`config.mk`:
```
export PLATFORM = sky130hd
export DESIGN_NAME = lsu_crossbar
export DESIGN_NICKNAME = d
export VERILOG_FILES = /design/src/rtl/lsu_pkg.sv /design/src/rtl/lsu_align.sv /design/src/rtl/lsu_crossbar.sv
export SDC_FILE = /design/constraint.sdc
export NUM_CORES = 1
export LEC_CHECK = 0
export BUFFER_PORTS_ARGS = -buffer_cell sky130_fd_sc_hd__buf_4
export CORE_AREA = 2 2 212 214
export CTS_CLUSTER_DIAMETER = 100
export DETAILED_ROUTE_END_ITERATION = 7
export DIE_AREA = 0 0 214 216
export PLACE_DENSITY = 0.51
export SLEW_MARGIN = 5
export SYNTH_ARGS = -nofsm -noshare
export SYNTH_HDL_FRONTEND = slang
export SYNTH_SLANG_ARGS = --single-unit
```
`constraint.sdc`:
```
create_clock -name clk -period 4.9 [get_ports clk]
set_input_delay 0.245 -clock clk [delete_from_list [all_inputs] [get_ports clk]]
set_output_delay 0.245 -clock clk [all_outputs]
set_load 0.05 [all_outputs]
```
`src/rtl/lsu_pkg.sv`:
```
// lsu_pkg: shared types, lane count and alignment helpers for the load/store unit
// Ports: none (package)
package lsu_pkg;

    localparam int LANES = 8;

    typedef enum logic [1:0] {SZ_B, SZ_H, SZ_W, SZ_D} size_e;

    typedef enum logic [2:0] {IDLE, CREQ, CWAIT, DREQ, DWAIT, RESP} state_e;

    function automatic logic misaligned(input size_e sz, input logic [2:0] off);
        return (sz == SZ_H && off[0]) || (sz == SZ_W && |off[1:0]) || (sz == SZ_D && |off);
    endfunction

    function automatic logic [LANES-1:0] strobe(input size_e sz, input logic [2:0] off);
        logic [LANES-1:0] m;
        m = (sz == SZ_B) ? 8'h01 : (sz == SZ_H) ? 8'h03 : (sz == SZ_W) ? 8'h0f : 8'hff;
        return m << off;
    endfunction

endpackage

```
`src/rtl/lsu_align.sv`:
```
// lsu_align: byte-lane store shift/strobe and load shift/extend, shared by both ports
// Ports:
//   i_size, i_off, i_unsigned : access size, byte offset within the 8-byte word, zero-extend flag
//   i_wdata -> o_wdata, o_wstrb : right-aligned store data to lane-shifted data plus strobes
//   i_rdata -> o_rdata          : aligned 64-bit word to extended load result
module lsu_align
    import lsu_pkg::*;
#(
    parameter int DATA_WIDTH = 64
) (
    input  size_e                 i_size,
    input  logic [2:0]            i_off,
    input  logic                  i_unsigned,
    input  logic [DATA_WIDTH-1:0] i_wdata,
    input  logic [DATA_WIDTH-1:0] i_rdata,
    output logic [DATA_WIDTH-1:0] o_wdata,
    output logic [LANES-1:0]      o_wstrb,
    output logic [DATA_WIDTH-1:0] o_rdata
);

    logic [DATA_WIDTH-1:0] w_sh;
    logic                  w_neg;

    assign o_wdata = i_wdata << {i_off, 3'b000};
    assign o_wstrb = strobe(i_size, i_off);
    assign w_sh    = i_rdata >> {i_off, 3'b000};
    // Doubles have no extension, so req_unsigned is irrelevant for them.
    assign w_neg   = !i_unsigned && ((i_size == SZ_B) ? w_sh[7] : (i_size == SZ_H) ? w_sh[15] : w_sh[31]);
    assign o_rdata = (i_size == SZ_B) ? {{(DATA_WIDTH-8){w_neg}}, w_sh[7:0]} :
                     (i_size == SZ_H) ? {{(DATA_WIDTH-16){w_neg}}, w_sh[15:0]} :
                     (i_size == SZ_W) ? {{(DATA_WIDTH-32){w_neg}}, w_sh[31:0]} : w_sh;

endmodule

```
`src/rtl/lsu_crossbar.sv`:
```
// lsu_crossbar: single-outstanding load/store unit routing to a dcache port or an uncached device port
// Ports:
//   clk, rst                          : clock, synchronous active-high reset
//   i_req_* / o_req_ready             : request handshake (store flag, address, data, size, unsigned)
//   o_resp_valid/o_resp_rdata/o_resp_err : one-cycle completion pulse with registered data/error
//   o_c_* / i_c_*                     : dcache request (8-byte aligned address) and response
//   o_d_* / i_d_*                     : device request (unaligned address), response and error
module lsu_crossbar
    import lsu_pkg::*;
#(
    parameter int          ADDR_WIDTH  = 64,
    parameter int          DATA_WIDTH  = 64,
    parameter logic [31:0] CACHE_BASE  = 32'h8000_0000,
    parameter logic [31:0] CACHE_LIMIT = 32'h87ff_ffff,
    parameter int          DEV_TIMEOUT = 255
) (
    input  logic                  clk,
    input  logic                  rst,
    input  logic                  i_req_valid,
    output logic                  o_req_ready,
    input  logic                  i_req_wen,
    input  logic [ADDR_WIDTH-1:0] i_req_addr,
    input  logic [DATA_WIDTH-1:0] i_req_wdata,
    input  logic [1:0]            i_req_size,
    input  logic                  i_req_unsigned,
    output logic                  o_resp_valid,
    output logic [DATA_WIDTH-1:0] o_resp_rdata,
    output logic                  o_resp_err,
    output logic                  o_c_req_valid,
    input  logic                  i_c_req_ready,
    output logic                  o_c_wen,
    output logic [31:0]           o_c_addr,
    output logic [DATA_WIDTH-1:0] o_c_wdata,
    output logic [LANES-1:0]      o_c_wstrb,
    input  logic                  i_c_resp_valid,
    input  logic [DATA_WIDTH-1:0] i_c_rdata,
    output logic                  o_d_req_valid,
    input  logic                  i_d_req_ready,
    output logic                  o_d_wen,
    output logic [31:0]           o_d_addr,
    output logic [DATA_WIDTH-1:0] o_d_wdata,
    output logic [LANES-1:0]      o_d_wstrb,
    input  logic                  i_d_resp_valid,
    input  logic [DATA_WIDTH-1:0] i_d_rdata,
    input  logic                  i_d_resp_err
);

    localparam int CNT_W = (DEV_TIMEOUT > 1) ? $clog2(DEV_TIMEOUT + 1) : 1;

    state_e                r_state, w_next;
    logic [31:0]           r_addr;
    size_e                 r_size;
    logic                  r_wen, r_uns, r_err;
    logic [DATA_WIDTH-1:0] r_wdata, r_rdata;
    logic [CNT_W-1:0]      r_cnt;
    logic                  w_cach, w_mis, w_dev, w_to, w_c_done, w_d_done, w_done;
    logic [DATA_WIDTH-1:0] w_ld, w_wdata;
    logic [LANES-1:0]      w_wstrb;
    logic                  w_unused;

    assign w_unused = ^i_req_addr[ADDR_WIDTH-1:32];
    assign w_cach   = (i_req_addr[31:0] >= CACHE_BASE) && (i_req_addr[31:0] <= CACHE_LIMIT);
    assign w_mis    = misaligned(size_e'(i_req_size), i_req_addr[2:0]);
    assign w_dev    = (r_state == DREQ) || (r_state == DWAIT);
    // r_cnt counts device cycles already spent, so the DEV_TIMEOUT-th cycle is the last one.
    assign w_to     = (DEV_TIMEOUT != 0) && (r_cnt == CNT_W'(DEV_TIMEOUT - 1));
    assign w_c_done = i_c_resp_valid && ((r_state == CWAIT) || (r_state == CREQ && i_c_req_ready));
    assign w_d_done = i_d_resp_valid && ((r_state == DWAIT) || (r_state == DREQ && i_d_req_ready));
    assign w_done   = w_c_done || w_d_done;

    lsu_align #(.DATA_WIDTH(DATA_WIDTH)) u_align (
        .i_size     (r_size),
        .i_off      (r_addr[2:0]),
        .i_unsigned (r_uns),
        .i_wdata    (r_wdata),
        .i_rdata    (w_dev ? i_d_rdata : i_c_rdata),
        .o_wdata    (w_wdata),
        .o_wstrb    (w_wstrb),
        .o_rdata    (w_ld)
    );

    always_ff @(posedge clk) begin
        if (rst) r_state <= IDLE;
        else     r_state <= w_next;
    end

    // A real device completion beats the timeout; the timeout beats a bare handshake.
    always_comb begin
        w_next = r_state;
        case (r_state)
            IDLE:    if (i_req_valid) w_next = w_mis ? RESP : (w_cach ? CREQ : DREQ);
            CREQ:    if (i_c_req_ready) w_next = i_c_resp_valid ? RESP : CWAIT;
            CWAIT:   if (i_c_resp_valid) w_next = RESP;
            DREQ:    w_next = (w_d_done || w_to) ? RESP : (i_d_req_ready ? DWAIT : DREQ);
            DWAIT:   if (w_d_done || w_to) w_next = RESP;
            RESP:    w_next = IDLE;
            default: w_next = IDLE;
        endcase
    end

    always_comb begin
        o_req_ready   = r_state == IDLE;
        o_resp_valid  = r_state == RESP;
        o_resp_rdata  = r_rdata;
        o_resp_err    = r_err;
        o_c_req_valid = r_state == CREQ;
        o_c_wen       = r_wen;
        o_c_addr      = {r_addr[31:3], 3'b000};
        o_c_wdata     = w_wdata;
        o_c_wstrb     = w_wstrb;
        o_d_req_valid = r_state == DREQ;
        o_d_wen       = r_wen;
        o_d_addr      = r_addr;
        o_d_wdata     = w_wdata;
        o_d_wstrb     = w_wstrb;
    end

    always_ff @(posedge clk) begin
        if (rst) begin
            r_cnt   <= '0;
            r_addr  <= '0;
            r_size  <= SZ_B;
            r_wen   <= 1'b0;
            r_uns   <= 1'b0;
            r_wdata <= '0;
            r_rdata <= '0;
            r_err   <= 1'b0;
        end else begin
            r_cnt <= w_dev ? r_cnt + 1'b1 : '0;
            if (r_state == IDLE && i_req_valid) begin
                r_addr  <= i_req_addr[31:0];
                r_size  <= size_e'(i_req_size);
                r_wen   <= i_req_wen;
                r_uns   <= i_req_unsigned;
                r_wdata <= i_req_wdata;
            end
            // Entering RESP without a completion means misalignment or timeout: error, no data.
            if (r_state != RESP && w_next == RESP) begin
                r_rdata <= (w_done && !r_wen) ? w_ld : '0;
                r_err   <= !w_done || (w_d_done && i_d_resp_err);
            end
        end
    end

endmodule

```
==> results.tsv, run 1 <==
stage	metric	value	unit
status	status	completed	
global_routing	gr usage total	0.237	
setup_path	CP startpoint kind	flip-flop	
setup_path	largest fanout on the critical path	62	
global_routing	pin count of the biggest net entering global routing	81	
floorplanning	die footprint	46200	sq um
cells_and_area	# nets final	2206	
yosys	largest family of logic cells by synthesized area	compound AO/OA/AOI/OAI gates	
cells_and_area	fraction of layout cells with a size suffix above 1	0.337	
yosys	register area share after synthesis	0.292	
route	via/cell ratio	5.24	
sta	final setup vio count	0	
cells_and_area	post-layout util	0.378	
sta	Tightest Pin Transition	1130	ps
setup_path	CP cell instances	nand2_1 -> o21ai_4 -> buf_12 -> mux2i_1 -> mux2i_1 -> mux4_2 -> a32o_1	
floorplanning	core area	43800	sq um
route	drt pass-1 iters	5	
clock_network	Clock transition at path regs	70	ps
yosys	Post-synth EDFFs	0	
yosys	mean post-synth cell area	7.67	sq um
clock_network	CTS Buf Count	17	
setup_path	Worst setup startpoint	r_state[0]$_SDFF_PP0_	
setup_path	Crit Reg-Reg Endpoint	o_resp_rdata[5]$_SDFFE_PP0P_	
floorplanning	chip height	216	microns
yosys	xor/xnor share of the synthesized area	0.00436	
cells_and_area	FILL cells	4582	
sta	Worst slew margin	0.247	
sta	fin crit share	0.787	
yosys	asr flop ratio synth	0	
clock_network	Max Buffers Root-to-Sink	2	
route	via count	13300	
yosys	Synth Register Bits	176	
clock_network	Root Driver	clkbuf_16	
floorplanning	Ports	547	
route	wire per inst	22.5	microns
floorplanning	Die Wd	214	microns
setup_path	worst r2r src	r_state[0]$_SDFF_PP0_	
sta	Worst Clk Skew	8.22	ps
yosys	synthesized-area fraction occupied by adder cells	0.00208	
setup_path	R2R cell count	7	
route	number of DRC markers in iteration 0	818	
yosys	top cells by count, synth	288 x nand2_1, 188 x a21oi_1, 176 x dfxtp_1	
yosys	Synth Flop Type	dfxtp_1	
yosys	Compound-Gate Fraction of Synth Area	0.245	
place	Port Buffers	511	
sta	Final Hold Violating Endpoints	0	
clock_network	TritonCTS clock tree	yes	
sta	post-layout min period	3860	ps
yosys	top-count cell post-synth	nand2_1	
pwr	leakage dissipation	7.19	nW
setup_path	WP data required	5260	ps
yosys	simple-gate share of the synthesized area	0.185	
floorplanning	initial core utilization	0.275	
setup_path	crit path capture type	flip-flop	
setup_path	WP data arrival	4220	ps
place	dpl hpwl	42.6	mm
pwr	Pwr Total	6.89	mW
yosys	Post-Syn Area	12100	sq um
sta	Peak Freq	0.259	GHz
setup_path	Critical Path End	o_resp_rdata[5]$_SDFFE_PP0P_	
yosys	synth top area cells	dfxtp_1 29%, mux2i_1 9.4%, nand2_1 9.0%	
min_path	Hold Path Class	in -> reg	
setup_path	largest stage delay on the critical path	1010	ps
clock_network	Setup Fix Bufs, Post-CTS	0	
clock_network	clk sinks	176	
global_routing	vias in the first global route	12700	
floorplanning	Row Count	77	
pwr	PD cells	416	nW/um^2
run	Max Cap Violations	0	
global_routing	GRT overflow	0	
clock_network	htree depth	4	
global_routing	global-route wire length before repair	82.8	mm
cells_and_area	Synth-to-Final Area Change	37.5	%
sta	Setup TNS	0	ps
yosys	Yosys warnings	0	
sta	unrepaired setup endpoints after global routing	no	
yosys	mux contribution to synthesized area	0.151	
route	number of routed nets with antenna violations	0	
setup_path	Crit Path Class	reg -> reg	
yosys	Yosys cell types	79	
setup_path	CP max stage cell	dfxtp_2	
place	RD Place Congestion	0.928	
setup_path	Worst R2R Setup Slack	1040	ps
yosys	synthesized instance count	1571	
setup_path	CP most frequent cell	mux2i_1	
yosys	Synth area leader	dfxtp_1	
clock_network	Clk Latency, worst-skew pair	470	ps
clock_network	post-cts resize count	0	
yosys	share of the synthesized area in the top cell type	0.292	
pwr	Max VDD drop	0.201	mV
route	DRC Markers	0	
sta	Final Max Slew Viols	0	
route	final wirelength	57.3	mm
global_routing	initial antenna violation count	1	
cell families (layout without fill, tap and decap cells):
kind of cell	after synthesis	count (layout)
buffers and inverters	256	632
flip-flops	176	176
adder cells (fa/ha/maj)	2	2
XOR/XNOR	6	6
multiplexers	165	165
other	1	4
AO/OA/AOI/OAI	454	454
AND/OR/NAND/NOR	511	511
report_power, final:
group          leakage [nW]  internal [mW]  switching, mW
registers              1.44           1.60          0.246
logic                  5.45           1.12           2.41
clock network         0.300          0.841          0.666
routing by layer:
metal / track usage / vias up / part of all wire
met5: 0 / - / 0
met1: 0.275 / 6391 / 0.39
met3: 0.0467 / 80 / 0.063
li1: - / 6237 / -
met2: 0.428 / 619 / 0.51
met4: 0.0935 / 0 / 0.033
worst max-delay path: cells and delay by family, from the launching register on:
kind,cells,cell delay [ps]
buffers and inverters,1,290
multiplexers,3,1390
flip-flops,1,1010
AO/OA/AOI/OAI,2,520
AND/OR/NAND/NOR,1,450
worst min-delay path by stage:
| stage | startpoint | to | slack, ps | depth (start not counted) |
|---|---|---|---|---|
| global route | i_req_wdata[4] | r_wdata[4]$_SDFFE_PP0P_ | 10 | 3 |
| finish | i_req_addr[0] | o_d_addr[0]$_SDFFE_PP0P_ | 30 | 3 |
| global placement | r_wdata[49]$_SDFFE_PP0P_ | r_wdata[49]$_SDFFE_PP0P_ | 440 | 2 |
| floorplan | i_req_wdata[48] | r_wdata[48]$_SDFFE_PP0P_ | 380 | 2 |
| detailed placement | r_wdata[52]$_SDFFE_PP0P_ | r_wdata[52]$_SDFFE_PP0P_ | 450 | 2 |
| CTS | i_req_wdata[3] | r_wdata[3]$_SDFFE_PP0P_ | 0.2 | 3 |
layout make-up:
class                           count  area [sq um]  area share
Inverter                           17          65.1     0.00393
Tap cell                          592           741      0.0447
Sequential cell                   176          3540       0.213
Multi-Input combinational cell   1141          7110       0.429
Antenna cell                        1          2.50    0.000151
Clock buffer                       19           453      0.0273
Timing Repair Buffer              583          4490       0.271
Clock inverter                     13           175      0.0106
flip-flops by register name (all words and copies together) (netlist names):
| signal | flops |
|---|---|
| o_c_wen | 1 |
| o_d_addr | 32 |
| o_resp_err | 1 |
| o_resp_rdata | 64 |
| r_cnt | 8 |
| r_size | 2 |
| r_state | 3 |
| r_uns | 1 |
| r_wdata | 64 |
through the flow:
step / area, sq um / instances / setup WS (ps) / hold WS, ps
global placement: 15500 / 2468 / 1260 / 444
global route: 16600 / 2541 / 872 / 9.83
CTS: 16600 / 2541 / 1120 / 0.153
finish: 16600 / 2542 / 1040 / 26.4
detailed placement: 15500 / 2468 / 1150 / 447
floorplan: 12100 / 1573 / 930 / 381
repair_timing:
| item | in CTS | in global routing |
|---|---|---|
| setup endpoints to repair | 0 | 0 |
| hold buffers | 41 | 0 |
| endpoints found under the hold margin | 41 | 0 |
placed cells by master, fill, tap and decap left out, types with 5 or more instances in the layout:
cell / count
o22a_1: 7
dfxtp_1: 171
xor2_1: 5
mux4_2: 9
nor3b_1: 8
inv_1: 13
buf_4: 541
dlygate4sd3_1: 41
nor2_1: 102
a221o_1: 15
a21oi_1: 188
nand3b_1: 9
nor4_1: 7
a211oi_1: 13
nand2_1: 287
nor2b_1: 9
a32o_1: 8
o21ai_0: 41
clkbuf_16: 17
a31oi_1: 11
and3_1: 21
a22o_1: 10
o22ai_1: 25
o21ai_1: 17
nor3_1: 20
a22oi_1: 27
a211o_1: 15
o211ai_1: 22
nand3_1: 11
mux2_2: 42
nand2b_1: 9
a21boi_0: 9
mux2i_1: 113
No activity file was read; power rests on OpenSTA's default activity.
==> run 2: changes to the inputs <==
- ABC_AREA: default -> 1
- PLACE_DENSITY: 0.51 -> 0.49
- clock period: 4.9 -> 3.6 ns (I/O delays scaled with it)
==> run 2 against run 1 <==
Die area unchanged; cell area decreased by 0.97%; global-route usage grew 0.75 points; clock skew rose by 6.0 ps; non-clock buffer count increased by 32; flip-flop and latch count unchanged; power grew 87%; synthesized area fell by 4.0%; largest cell class unchanged.
==> results.tsv, run 2 <==
stage	metric	value	unit	change
status	status	completed		
clock_network	clk sinks	176		unchanged
clock_network	htree depth	4		unchanged
setup_path	Crit Reg-Reg Endpoint	o_resp_rdata[20]$_SDFFE_PP0P_		
yosys	Yosys cell types	43		-46%
place	dpl hpwl	45.3	mm	+6.3%
route	final wirelength	58.2	mm	+1.5%
clock_network	Root Driver	clkbuf_16		
floorplanning	chip height	216	microns	unchanged
yosys	Post-Syn Area	11600	sq um	-4.0%
yosys	top-count cell post-synth	nand2_1		
global_routing	gr usage total	0.245		+0.00746
cells_and_area	post-route cell area	16400	sq um	-0.97%
cells_and_area	fraction of layout cells with a size suffix above 1	0.266		-0.0712
clock_network	Setup Fix Bufs, Post-CTS	0		unchanged
sta	Peak Freq	0.319	GHz	
run	Max Cap Violations	0		unchanged
sta	unrepaired setup endpoints after global routing	no		
cells_and_area	Synth-to-Final Area Change	41.7	%	
sta	final setup vio count	0		unchanged
yosys	Yosys warnings	0		unchanged
cells_and_area	most frequent cells in the layout	595 x nand2_1, 547 x buf_4, 221 x o21ai_0, 191 x a21oi_1, 173 x dfxtp_1		
setup_path	R2R cell count	12		+5
yosys	Post-synth EDFFs	0		unchanged
yosys	simple-gate share of the synthesized area	0.286		+0.101
min_path	end of the worst hold path	r_wdata[4]$_SDFFE_PP0P_		
route	DRC Markers	0		unchanged
cells_and_area	FILL cells	4784		+4.4%
yosys	asr flop ratio synth	0		unchanged
yosys	largest family of logic cells by synthesized area	simple AND/OR/NAND/NOR gates		
clock_network	CTS Buf Count	17		unchanged
yosys	Compound-Gate Fraction of Synth Area	0.226		-0.0190
route	via/cell ratio	4.79		-8.7%
place	Port Buffers	511		unchanged
setup_path	WP data required	3420	ps	-1840 ps
floorplanning	core area	43800	sq um	unchanged
clock_network	Max Buffers Root-to-Sink	2		unchanged
min_path	Hold Startpoint	i_req_wdata[4]		
yosys	top cells by count, synth	597 x nand2_1, 224 x o21ai_0, 191 x a21oi_1		
floorplanning	Row Count	77		unchanged
yosys	synth top area cells	dfxtp_1 30%, nand2_1 19%, o21ai_0 9.7%		
cells_and_area	post-layout util	0.374		-0.00368
yosys	synthesized instance count	1899		+21%
yosys	share of the synthesized area in the top cell type	0.304		+0.0120
setup_path	worst r2r src	r_state[1]$_SDFF_PP0_		
route	via count	13900		+4.1%
floorplanning	die footprint	46200	sq um	unchanged
yosys	mean post-synth cell area	6.10	sq um	-21%
yosys	Synth Flop Type	dfxtp_1		
sta	post-layout min period	3130	ps	
sta	Worst Clk Skew	14.2	ps	+5.99 ps
sta	Setup TNS	0	ps	unchanged
setup_path	Crit Path Class	reg -> out		
clock_network	TritonCTS clock tree	yes		
place	RD Place Congestion	0.864		-7.0%
pwr	Pwr Total	12.9	mW	+87%
cells_and_area	most common cell after layout, fill and taps aside	nand2_1		
yosys	synthesized-area fraction occupied by adder cells	0.00216		+0.0000854
floorplanning	initial core utilization	0.264		-0.0109
setup_path	CP startpoint kind	flip-flop		
yosys	mux contribution to synthesized area	0.00346		-0.147
route	number of routed nets with antenna violations	0		unchanged
global_routing	GRT overflow	0		unchanged
sta	Worst slew margin	0.393		+0.147
sta	fin crit share	0.870		
setup_path	largest fanout on the critical path	38		-39%
sta	Final Hold Violating Endpoints	0		unchanged
yosys	Synth Register Bits	176		unchanged
global_routing	global-route wire length before repair	85.7	mm	+3.5%
floorplanning	Die Wd	214	microns	unchanged
pwr	PD cells	785	nW/um^2	+89%
place	Placed Instance Area	15100	sq um	-2.7%
yosys	register area share after synthesis	0.304		+0.0120
setup_path	Worst R2R Setup Slack	510	ps	-530 ps
clock_network	Clk Latency, worst-skew pair	460	ps	about the same
sta	final hold slack	9.77	ps	-16.6 ps
cells_and_area	# nets final	2562		+16%
global_routing	pin count of the biggest net entering global routing	135		+67%
route	wire per inst	20.1	microns	-11%
route	number of DRC markers in iteration 0	846		+3.4%
pwr	Max VDD drop	0.644	mV	+220%
route	drt pass-1 iters	8		+3
min_path	Hold Path Class	in -> reg		
floorplanning	Ports	547		unchanged
setup_path	WP data arrival	2950	ps	-1270 ps
global_routing	vias in the first global route	13800		+8.3%
pwr	leakage dissipation	7.71	nW	+7.2%
sta	Final Max Slew Viols	0		unchanged
setup_path	crit path capture type	output port		
global_routing	initial antenna violation count	2		+1
clock_network	Clock transition at path regs	70	ps	about the same
yosys	Synth area leader	dfxtp_1		
yosys	xor/xnor share of the synthesized area	0.00227		-0.00209
min_path	hold depth	3		unchanged
sta	Tightest Pin Transition	901	ps	-229 ps
[run 2: kinds of logic after synthesis]
kind of cell               Yosys count
adders and majority gates            2
AOI/OAI and AO/OA                  488
and+or+nand+nor                    821
other                                1
xor gates and xnor gates             3
muxes                                4
DFF                                176
buffers and inverters              404
[run 2: how the worst max path moves through the flow]
stage,startpoint,to,slack [ps],cells past startpoint
after global routing,r_state[1]$_SDFF_PP0_,o_resp_rdata[20]$_SDFFE_PP0P_,210,12
after CTS,o_d_addr[0]$_SDFFE_PP0P_,o_d_wdata[56],410,8
after detailed placement,r_state[1]$_SDFF_PP0_,o_resp_rdata[20]$_SDFFE_PP0P_,640,12
final,o_d_addr[0]$_SDFFE_PP0P_,o_d_wdata[56],470,8
after global placement,r_state[1]$_SDFF_PP0_,o_resp_rdata[20]$_SDFFE_PP0P_,670,12
after floorplan,o_d_addr[0]$_SDFFE_PP0P_,o_d_wdata[61],30,8
[run 2: final cells by class]
cell class                 count  area, sq um  share of cell area
multi-input combinational   1321         6060               0.369
inverter                     161          604              0.0368
clock buffer                  18          429              0.0261
clock inverter                14          221              0.0135
sequential                   176         3530               0.215
tap                          592          741              0.0451
timing repair buffer         615         4830               0.294
antenna                        1         2.50            0.000152
[run 2: what timing repair did]
item / in CTS / in global routing
endpoints found under the hold margin: 64 / 0
endpoints found under the setup margin: 0 / 0
hold buffers: 64 / 0
gates resized for setup: 0 / 0
[run 2: power breakdown]
group          internal (mW)  switching [mW]
sequential              2.26           0.245
clock                   1.19           0.933
combinational           2.21            6.04
[run 2: routing by layer]
| layer | GRT usage | wire (microns) | vias to the layer above |
|---|---|---|---|
| met2 | 0.459 | 30300 | 462 |
| met3 | 0.0414 | 2870 | 68 |
| met5 | 0 | 10 | - |
| met4 | 0.0988 | 2110 | 2 |
| li1 | - | - | 6824 |
| met1 | 0.272 | 22900 | 6515 |
[run 2: through the flow]
| step | instances | setup slack [ps] |
|---|---|---|
| after floorplan | 1901 | 33.9 |
| after global placement | 2801 | 673 |
| after detailed placement | 2801 | 643 |
| after CTS | 2897 | 406 |
| after global routing | 2898 | 208 |
| final | 2898 | 467 |
[run 2: critical path: stages (launching register included)]
cell and delay [ps]:
dfxtp_4 610, inv_1 100, nor2_1 140, clkinv_1 400
buf_4 350, o221ai_1 170, o21ai_0 270, buf_4 250
buf_4 190
==> run 3: changes to the inputs <==
- CORE_AREA: 2 2 212 214 -> 2 2 215 217
- DIE_AREA: 0 0 214 216 -> 0 0 217 219
- PLACE_DENSITY: 0.49 -> 0.51
- SYNTH_HIERARCHICAL: default -> 1
==> run 3 against run 2 <==
Via count up 6.1%; clock-buffer cell count is 1 lower; maximum frequency fell by 2.0%; setup slack got worse by 65 ps; power down 11%; clock power fell by 3%; clock skew shrank 3.9 ps; critical path type is now reg -> reg; largest power group unchanged; highest routed layer is now met4.
==> results.tsv, run 3 <==
stage	metric	value	unit	change
floorplanning	Die Wd	217	microns	+1.4%
cells_and_area	most common cell after layout, fill and taps aside	buf_4		
cells_and_area	Reg area	3530	sq um	about the same
sta	Setup TNS	0	ps	unchanged
route	DRC Markers	0		unchanged
place	# placed instances	2896		+3.4%
sta	final setup vio count	0		unchanged
place	Port Buffers	511		unchanged
sta	post-layout min period	3200	ps	+65.2 ps
clock_network	clk sinks	176		unchanged
clock_network	post-cts resize count	0		unchanged
clock_network	Clk Latency, worst-skew pair	460	ps	about the same
yosys	Post-Syn Area	12900	sq um	+11%
yosys	register area share after synthesis	0.274		-0.0303
run	Max Cap Violations	0		unchanged
cells_and_area	# nets final	2679		+4.6%
cells_and_area	Multi-input gate area	7300	sq um	+20%
cells_and_area	post-route cell area	17800	sq um	+8.2%
setup_path	Crit Path Class	reg -> reg		
sta	Final Hold Violating Endpoints	0		unchanged
place	RD Place Congestion	0.913		+5.8%
floorplanning	die footprint	47500	sq um	+2.8%
cells_and_area	most frequent cells in the layout	544 x buf_4, 519 x nand2_1, 271 x nand3_1, 184 x nor2_1, 173 x dfxtp_1		
floorplanning	core area	45100	sq um	+2.9%
yosys	top cells by count, synth	520 x nand2_1, 271 x nand3_1, 185 x nor2_1		
global_routing	GRT overflow	0		unchanged
sta	fin crit share	0.888		+0.0181
status	status	completed		
route	via/cell ratio	4.87		+1.7%
place	dpl hpwl	42.5	mm	-6.1%
cells_and_area	non-filler cells, final	3023		+4.3%
sta	Worst slew margin	0.393		about the same
sta	unrepaired setup endpoints after global routing	no		
global_routing	global-route wire length before repair	85.2	mm	-0.60%
pwr	Max VDD drop	0.366	mV	-43%
sta	final hold slack	28.0	ps	+18.2 ps
yosys	synthesized instance count	2010		+5.8%
sta	Peak Freq	0.313	GHz	-2.0%
cells_and_area	fraction of layout cells with a size suffix above 1	0.294		+0.0284
sta	Final Max Slew Viols	0		unchanged
global_routing	gr usage total	0.234		-0.0106
yosys	share of the synthesized area in the top cell type	0.274		-0.0303
yosys	Synth area leader	dfxtp_1		
floorplanning	initial core utilization	0.285		+0.0211
cells_and_area	FILL cells	4967		+3.8%
yosys	synth top area cells	dfxtp_1 27%, nand2_1 15%, nand3_1 11%		
clock_network	Setup Fix Bufs, Post-CTS	0		unchanged
cells_and_area	Synth-to-Final Area Change	38.0	%	
yosys	Post-synth EDFFs	0		unchanged
global_routing	pin count of the biggest net entering global routing	102		-24%
clock_network	hold buffers post-CTS	94		+47%
min_path	Hold Path Class	in -> reg		
pwr	leakage dissipation	8.25	nW	+7.0%
floorplanning	Row Count	78		+1.3%
yosys	Yosys warnings	6		+6
floorplanning	chip height	219	microns	+1.4%
route	number of routed nets with antenna violations	0		unchanged
clock_network	htree depth	4		unchanged
global_routing	initial antenna violation count	1		-1
cells_and_area	post-layout util	0.394		+0.0193
clock_network	CTS Buf Count	17		unchanged
floorplanning	Ports	547		unchanged
yosys	top-count cell post-synth	nand2_1		
setup_path	CP startpoint kind	flip-flop		
yosys	Synth Flop Type	dfxtp_1		
setup_path	WP data required	3940	ps	+520 ps
global_routing	vias in the first global route	14100		+2.2%
route	drt pass-1 iters	5		-3
yosys	asr flop ratio synth	0		unchanged
sta	Worst Clk Skew	10.4	ps	-3.86 ps
sta	Tightest Pin Transition	910	ps	+9.54 ps
clock_network	Root Driver	clkbuf_16		
setup_path	crit path capture type	flip-flop		
setup_path	largest fanout on the critical path	20		-47%
yosys	mean post-synth cell area	6.40	sq um	+4.9%
route	final wirelength	57.6	mm	-1.0%
clock_network	Max Buffers Root-to-Sink	2		unchanged
clock_network	TritonCTS clock tree	yes		
setup_path	WP data arrival	3540	ps	+590 ps
yosys	Yosys cell types	42		-2.3%
clock_network	Clock transition at path regs	70	ps	about the same
pwr	PD cells	649	nW/um^2	-17%
route	via count	14700		+6.1%
place	Placed Instance Area	16200	sq um	+7.0%
route	number of DRC markers in iteration 0	1060		+25%
yosys	Synth Register Bits	176		unchanged
route	wire per inst	19.0	microns	-5.1%
==> run 3: changes by cell type after synthesis, sizes merged, moves of 33 or more <==
cell / change
buf: +33
inv: -47
mux2: +64
nand2: -60
nand3: +174
nor2: +106
o21ai: -95
==> run 3: cell families (layout without fill, tap and decap cells) <==
logic type,after synthesis,count (layout),share of synthesized area
xor gates and xnor gates,2,2,0.00136
buffers and inverters,380,790,0.161
adders and majority gates,2,2,0.00195
and+or+nand+nor,1025,1025,0.343
AOI/OAI and AO/OA,331,331,0.139
muxes,93,93,0.0786
DFF,176,176,0.274
other,1,4,0.000292
==> run 3: per-stage QoR <==
step,total power [mW],worst slack [ps]
CTS,11.6,438
global route,12.2,129
floorplan,7.65,166
global placement,9.42,495
detailed placement,9.44,447
finish,11.5,402
==> run 3: critical path, stage by stage (launching register included) <==
cell and delay (ps):
dfxtp_1 350, inv_2 180, nand3_1 230, nand2_4 400, buf_12 210, mux2_2 380, o21ai_0 400, o21ai_0 260
o211ai_1 220, nand2_1 70, inv_1 60, nor2_1 40, nor2_1 190, nor2_1 70
==> run 3: area by class of cell <==
class,instances,area share
clock buffers,17,0.0240
well taps,600,0.0423
inverters,116,0.0246
repair buffers,642,0.288
clock inverters,15,0.0115
diodes,1,0.000141
multi-input cells,1456,0.411
flip-flops and latches,176,0.199
==> run 3: worst paths after layout <==
path / endpoint / start / cells past startpoint / slack (ps)
max reg2reg: o_resp_rdata[13]$_SDFFE_PP0P_ / r_state[2]$_SDFF_PP0_ / 13 / 400
min: o_c_wen$_SDFFE_PP0P_ / i_req_wen / 3 / 30
max: o_resp_rdata[13]$_SDFFE_PP0P_ / r_state[2]$_SDFF_PP0_ / 13 / 400
min reg2reg: o_resp_err$_SDFFE_PP0P_ / o_resp_err$_SDFFE_PP0P_ / 2 / 460
==> run 3: per-layer routing <==
metal	track usage	vias up	share of wire
li1	-	7247	-
met5	0	-	0
met3	0.0349	70	0.051
met2	0.412	510	0.50
met1	0.289	6895	0.42
met4	0.0833	0	0.031
==> run 3: where the power goes <==
| group | total (mW) | switching, mW | internal, mW |
|---|---|---|---|
| Combinational | 6.93 | 4.92 | 2.01 |
| Clock | 2.06 | 0.894 | 1.17 |
| Sequential | 2.53 | 0.258 | 2.27 |
